## src/rtl/nibble_add_seq_pkg.sv

```systemverilog
// Shared definitions for the nibble-serial adder: FSM encodings, default size
// and the operand-width helper.
package nibble_add_seq_pkg;

  localparam logic [1:0] S_IDLE = 2'd0;
  localparam logic [1:0] S_RUN  = 2'd1;
  localparam logic [1:0] S_DONE = 2'd2;

  localparam int NIB_DEFAULT = 4;

  function automatic int op_width(input int nib);
    return 4 * nib;
  endfunction

endpackage

```

## src/rtl/nibble_add_seq_if.sv

```systemverilog
// Request/result bundle between the lab top level (master) and the
// nibble-serial adder (slave).
interface nibble_add_seq_if
  import nibble_add_seq_pkg::*;
#(
  parameter int NIB = NIB_DEFAULT
);
  localparam int W = op_width(NIB);

  logic         start;
  logic         sub;
  logic         cin;
  logic [W-1:0] a;
  logic [W-1:0] b;
  logic         busy;
  logic         done;
  logic [W-1:0] sum;
  logic         cout;
  logic         ovf;

  modport master (
    output start, sub, cin, a, b,
    input  busy, done, sum, cout, ovf
  );

  modport slave (
    input  start, sub, cin, a, b,
    output busy, done, sum, cout, ovf
  );

endinterface

```

## src/rtl/nibble_add_seq_rca4.sv

```systemverilog
// 4-bit ripple-carry slice built from full-adder cells; purely combinational.
module nibble_add_seq_rca4 (
  input  logic [3:0] a,
  input  logic [3:0] b,
  input  logic       cin,
  output logic [3:0] s,
  output logic       cout
);

  logic [4:0] c;

  // Full-adder chain, bit 0 first.
  always_comb begin
    c    = 5'b0_0000;
    s    = 4'h0;
    c[0] = cin;
    for (int i = 0; i < 4; i++) begin
      s[i]   = a[i] ^ b[i] ^ c[i];
      c[i+1] = (a[i] & b[i]) | (c[i] & (a[i] ^ b[i]));
    end
    cout = c[4];
  end

endmodule

```

## src/rtl/nibble_add_seq.sv

```systemverilog
// Nibble-serial W-bit add/subtract: one 4-bit slice reused for NIB cycles,
// least-significant nibble first, with a start/done handshake.
module nibble_add_seq
  import nibble_add_seq_pkg::*;
#(
  parameter int NIB = NIB_DEFAULT
) (
  input logic             CLOCK_50,
  input logic             reset,
  nibble_add_seq_if.slave bus
);

  localparam int W  = op_width(NIB);
  localparam int KW = $clog2(NIB);

  logic [1:0]   state_q, state_d;
  logic [W-1:0] opa_q, opa_d;
  logic [W-1:0] opb_q, opb_d;
  logic [W-5:0] acc_q, acc_d;
  logic [W-1:0] acc_all;
  logic [W-1:0] sum_q, sum_d;
  logic [KW-1:0] k_q, k_d;
  logic         carry_q, carry_d;
  logic         amsb_q, amsb_d;
  logic         bmsb_q, bmsb_d;
  logic         cout_q, cout_d;
  logic         ovf_q, ovf_d;
  logic         busy_q, busy_d;
  logic         done_q, done_d;
  logic [3:0]   s4;
  logic         c4;

  nibble_add_seq_rca4 u_rca4 (
    .a    (opa_q[3:0]),
    .b    (opb_q[3:0]),
    .cin  (carry_q),
    .s    (s4),
    .cout (c4)
  );

  // New nibble enters at the top; after NIB steps acc_all is the full result.
  assign acc_all = {s4, acc_q};

  // Next-state logic for FSM, operand shifters, carry chain and results.
  always_comb begin
    state_d = state_q;
    opa_d   = opa_q;
    opb_d   = opb_q;
    acc_d   = acc_q;
    sum_d   = sum_q;
    k_d     = k_q;
    carry_d = carry_q;
    amsb_d  = amsb_q;
    bmsb_d  = bmsb_q;
    cout_d  = cout_q;
    ovf_d   = ovf_q;
    case (state_q)
      S_IDLE, S_DONE: begin
        if (bus.start) begin
          opa_d   = bus.a;
          opb_d   = bus.sub ? ~bus.b : bus.b;
          carry_d = bus.sub ? 1'b1 : bus.cin;
          amsb_d  = bus.a[W-1];
          bmsb_d  = bus.sub ? ~bus.b[W-1] : bus.b[W-1];
          k_d     = '0;
          state_d = S_RUN;
        end else begin
          state_d = S_IDLE;
        end
      end
      S_RUN: begin
        opa_d   = {4'h0, opa_q[W-1:4]};
        opb_d   = {4'h0, opb_q[W-1:4]};
        acc_d   = acc_all[W-1:4];
        carry_d = c4;
        k_d     = k_q + KW'(1);
        if (k_q == KW'(NIB - 1)) begin
          // Outputs move only here, so partial sums are never visible.
          sum_d   = acc_all;
          cout_d  = c4;
          ovf_d   = (amsb_q == bmsb_q) && (s4[3] != amsb_q);
          state_d = S_DONE;
        end else begin
          state_d = S_RUN;
        end
      end
      default: begin
        state_d = S_IDLE;
      end
    endcase
    busy_d = (state_d == S_RUN);
    done_d = (state_d == S_DONE);
  end

  // State registers with synchronous reset that also drops any in-flight op.
  always_ff @(posedge CLOCK_50) begin
    if (reset) begin
      state_q <= S_IDLE;
      opa_q   <= '0;
      opb_q   <= '0;
      acc_q   <= '0;
      sum_q   <= '0;
      k_q     <= '0;
      carry_q <= 1'b0;
      amsb_q  <= 1'b0;
      bmsb_q  <= 1'b0;
      cout_q  <= 1'b0;
      ovf_q   <= 1'b0;
      busy_q  <= 1'b0;
      done_q  <= 1'b0;
    end else begin
      state_q <= state_d;
      opa_q   <= opa_d;
      opb_q   <= opb_d;
      acc_q   <= acc_d;
      sum_q   <= sum_d;
      k_q     <= k_d;
      carry_q <= carry_d;
      amsb_q  <= amsb_d;
      bmsb_q  <= bmsb_d;
      cout_q  <= cout_d;
      ovf_q   <= ovf_d;
      busy_q  <= busy_d;
      done_q  <= done_d;
    end
  end

  assign bus.busy = busy_q;
  assign bus.done = done_q;
  assign bus.sum  = sum_q;
  assign bus.cout = cout_q;
  assign bus.ovf  = ovf_q;

endmodule

```

## src/flat_wrapper.sv

```systemverilog
// flat-port wrapper written by rule: the top's interface ports become plain ports
module nibble_add_seq_flat import nibble_add_seq_pkg::*;
#(
  parameter int NIB = NIB_DEFAULT
)
  (CLOCK_50, reset, bus_start, bus_sub, bus_cin, bus_a, bus_b, bus_busy, bus_done, bus_sum, bus_cout, bus_ovf);
  nibble_add_seq_if #(.NIB(NIB)) bus_i ();
  input logic CLOCK_50;
  input logic reset;
  input wire logic [$bits(bus_i.start)-1:0] bus_start;
  input wire logic [$bits(bus_i.sub)-1:0] bus_sub;
  input wire logic [$bits(bus_i.cin)-1:0] bus_cin;
  input wire logic [$bits(bus_i.a)-1:0] bus_a;
  input wire logic [$bits(bus_i.b)-1:0] bus_b;
  output wire logic [$bits(bus_i.busy)-1:0] bus_busy;
  output wire logic [$bits(bus_i.done)-1:0] bus_done;
  output wire logic [$bits(bus_i.sum)-1:0] bus_sum;
  output wire logic [$bits(bus_i.cout)-1:0] bus_cout;
  output wire logic [$bits(bus_i.ovf)-1:0] bus_ovf;
  assign bus_i.start = bus_start;
  assign bus_i.sub = bus_sub;
  assign bus_i.cin = bus_cin;
  assign bus_i.a = bus_a;
  assign bus_i.b = bus_b;
  assign bus_busy = bus_i.busy;
  assign bus_done = bus_i.done;
  assign bus_sum = bus_i.sum;
  assign bus_cout = bus_i.cout;
  assign bus_ovf = bus_i.ovf;
  nibble_add_seq #(.NIB(NIB)) u_core (.CLOCK_50(CLOCK_50), .reset(reset), .bus(bus_i));
endmodule
```

## config.mk

```make
export PLATFORM = sky130hd
export DESIGN_NAME = nibble_add_seq_flat
export DESIGN_NICKNAME = d
export VERILOG_FILES = /design/src/rtl/nibble_add_seq_pkg.sv /design/src/rtl/nibble_add_seq_if.sv /design/src/rtl/nibble_add_seq_rca4.sv /design/src/rtl/nibble_add_seq.sv /design/src/flat_wrapper.sv
export SDC_FILE = /design/constraint.sdc
export NUM_CORES = 1
export LEC_CHECK = 0
export CORE_ASPECT_RATIO = 1.5
export CORE_MARGIN = 5
export CORE_UTILIZATION = 51
export CTS_CLUSTER_SIZE = 8
export DETAILED_ROUTE_END_ITERATION = 12
export PLACE_DENSITY = 0.79
export RECOVER_POWER = 25
export SLEW_MARGIN = 5
export SYNTH_ARGS = -nofsm -noshare
export SYNTH_HDL_FRONTEND = slang
export SYNTH_HIERARCHICAL = 1
export SYNTH_SLANG_ARGS = --single-unit
```

## constraint.sdc

```tcl
create_clock -name CLOCK_50 -period 2.57 [get_ports CLOCK_50]
set_input_delay 0.257 -clock CLOCK_50 [delete_from_list [all_inputs] [get_ports CLOCK_50]]
set_output_delay 0.257 -clock CLOCK_50 [all_outputs]
set_load 0.01 [all_outputs]
```

==> metrics.cfg <==
[logic_synthesis]
syn_area_per_cell_um2=8.480
ys_top_cells_by_area=dfxtp_1, a21oi_1, nand2_1, a22oi_1, nand3_1
synth_cell_type_count=24
synth_seq_cells=71
yosysTopAreaCellShare_pct=48.44
ys_warn_count=6
synth_largest_area_cell=dfxtp_1
synth_nets=388
yosysSeqAreaShare_pct=48.44
synth_area_um2=2934
syn_inst=346

[pwr]
seqPwrFrac_pct=47.2
power_density_nw_per_um2=679.9
p_clk_share_pct=41.8
power_w=0.002504
switching_power_w=0.0005552
p_comb_share_pct=11.0
ir_drop_mv=0.4155
p_int_w=0.001948
p_leak_nw=1.320
power.share.switching_pct=22.17

[timing]
fin_ws_ns=0.2208
max_slew_margin_pct=35.62
whs_ns=0.4530
finClkSkew_ns=0.008146
fin_tns_setup_ns=0
tightest_slew_ns=0.9657
setup_viol=0
min_period_ns=2.349
finalCritPeriodShare_pct=91.41
hold_viol_final=0
rsz0062_at_grt=false
final_max_slew_viol_count=0
fmax_ghz=0.4257

[floorplanning]
initial_core_util_pct=53.03
fp.coreArea_um2=5533
die_h_um=102.9
row_count=33
dieWidth_um=71.93
io_pins=57
dieArea_um2=7401

[global_route]
grt.total_usage_pct=16.78
antenna_found_initial=0
overflow=0
grt_max_degree=49
grt_pass1_wl_um=10020
grt_pass1_vias=2369

[cells_and_area]
num-fill-cells=499
fin_util_pct=66.55
fin_nets=430
drive_above_1_share_pct=5.344
area.growth.synth_to_final_pct=25.50
antennaDiodeCount=0

[setup_path]
reg2reg_to=u_core/bus.ovf
cp-start-kind=flip-flop
crit_buf_inv=4
critPathArrivalTime_ns=2.59
crit_start=u_core/opa_q[0]
cpLargestDelayFamily=adder cells
r2r_start=u_core/opa_q[0]
cp-end-kind=flip-flop
r2r_setup_slack_ns=0.22
path_max_fanout=4
crit_path_top_delay_cell=fa_1
cp-endpoint=u_core/bus.ovf
critPathMaxStageDelay_ns=0.41
rr_worst_depth=10
crit_chain=fa_1 -> inv_1 -> fa_1 -> inv_1 -> fa_1 -> inv_1 -> fa_1 -> inv_1 -> a21oi_1 -> a211oi_1
cp_num_cells=10
required_ns=2.81
crit_type=flip-flop to flip-flop

[drt]
postRouteAntennaNets=0
route.detailed.drc=0
wl_met1_um=2389
wl_met3_um=307
first_pass_iters=4
vias=2446
wl_um=5969
wire_per_inst_um=12.89
route.top_layer_used=met4
viasPerCell=5.283
first_iter_violations=149
met2_length_um=3213

[clocking]
cts_inserted_buffers=9
clkLatencyLatePin_ns=0.33
htreeDepth=3
cts_root_buf=clkbuf_8
hold_buffers=0
cts.clk_slew.worst_paths_ns=0.07
postCtsSetupRepairBufs=0
clock-sinks=71
clock_path_buffers=2
cts_resized=0
cts_tree=done

[placed_design]
place_ws_ns=0.2380
hpwl_um=3891
port_buffers=56
gp_congestion=0.7457

[flow_run]
drv_cap=0

[run_status]
status=complete, no violations

[worst_hold_path]
hold_depth=2
min_path_type=flip-flop to flip-flop

==> metal layers <==
metal	vias up	global-route usage, %
met5	-	0
met4	0	6.946
met3	6	2.732
met2	67	32.08
met1	1125	17.99
li1	1248	-
==> registers in the layout, indices dropped and copies added, names as in the netlist <==
name / flops
u_core/carry_q: 1
u_core/bus.ovf: 1
u_core/opa_q: 16
u_core/k_q: 2
u_core/bus.sum: 16
u_core/bus.busy: 1
u_core/acc_q: 12
u_core/bmsb_q: 1
u_core/bus.cout: 1
u_core/opb_q: 16
u_core/state_q: 2
u_core/bus.done: 1
u_core/amsb_q: 1
==> cell usage in the layout, fill, tap and decap left out, types with 2 or more instances in the layout <==
master,netlist,routed
dfxtp_1,71,71
nand2_1,70,70
a21oi_1,66,66
clkdlybuf4s50_1,0,55
nand3_1,35,35
a22oi_1,24,24
xor2_1,16,16
clkbuf_8,0,10
inv_1,10,10
nor2_1,6,6
fa_1,4,4
clkbuf_1,10,3
bufinv_16,0,3
nand2b_1,3,3
buf_4,6,3
nand3b_1,2,2
clkbuf_2,1,2
==> power by group through the flow <==
| stage | logic [W] | clock network [W] | registers, W |
|---|---|---|---|
| 6_report | 0.000275 | 0.00105 | 0.00118 |
| 5_1_grt | 0.000309 | 0.00112 | 0.00119 |
| 4_1_cts | 0.000280 | 0.00107 | 0.00118 |
| 3_5_place_dp | 0.000278 | 0 | 0.00121 |
| 3_3_place_gp | 0.000273 | 0 | 0.00120 |
| 2_1_floorplan | 0.000191 | 0 | 0.00120 |
==> layout make-up <==
cell class                      count  area, um2  share of cell area (%)
Multi-Input combinational cell    234       1289                   35.00
Sequential cell                    71       1421                   38.60
Clock buffer                       13      148.9                   4.044
Tap cell                           70      87.58                   2.379
Timing Repair Buffer               62      608.1                   16.51
Clock inverter                      3      90.09                   2.446
Inverter                           10      37.54                   1.019
==> cell usage after synthesis, drive strengths merged <==
cell type and number:
inv 10, a22oi 24, fa 4, nand3 35, and2b 1, nand2b 3, xor2 16, nor2 6
a211oi 1, o21a 1, clkbuf 11, nand3b 2, nand2 70, and3b 1, a31oi 1, nor2b 1
buf 20, dfxtp 71, a21oi 66, o21ai 1, ha 1
==> per-stage QoR <==
step | area, um2 | instances
final | 3682 | 463
after global routing | 3682 | 463
after CTS | 3687 | 463
after detailed placement | 3448 | 447
after global placement | 3448 | 447
after floorplan | 2934 | 346
==> worst min path at each step <==
stage	startpoint	endpoint	slack, ns
after floorplan	bus_a[12]	u_core/opa_q[12]	0.39
after global placement	u_core/acc_q[1]	u_core/bus.sum[1]	0.44
after detailed placement	u_core/bus.sum[3]	u_core/bus.sum[3]	0.45
after CTS	u_core/bus.sum[3]	u_core/bus.sum[3]	0.46
after global routing	reset	u_core/opa_q[9]	0.47
final	u_core/bus.sum[8]	u_core/bus.sum[8]	0.45
==> worst register-to-register path: stages (launching register included) <==
cell and delay (ns):
dfxtp_1 0.33, fa_1 0.41, inv_1 0.07, fa_1 0.15, inv_1 0.05, fa_1 0.35
inv_1 0.07, fa_1 0.40, inv_1 0.11, a21oi_1 0.07, a211oi_1 0.26
==> kinds of logic after synthesis <==
kind of cell               share of synthesized area, %
xor gates and xnor gates                          4.776
and+or+nand+nor                                   17.61
adders and majority gates                         3.156
AOI/OAI and AO/OA                                 18.29
buffers and inverters                             7.718
DFF                                               48.44
(Power assumes the default switching activity.)
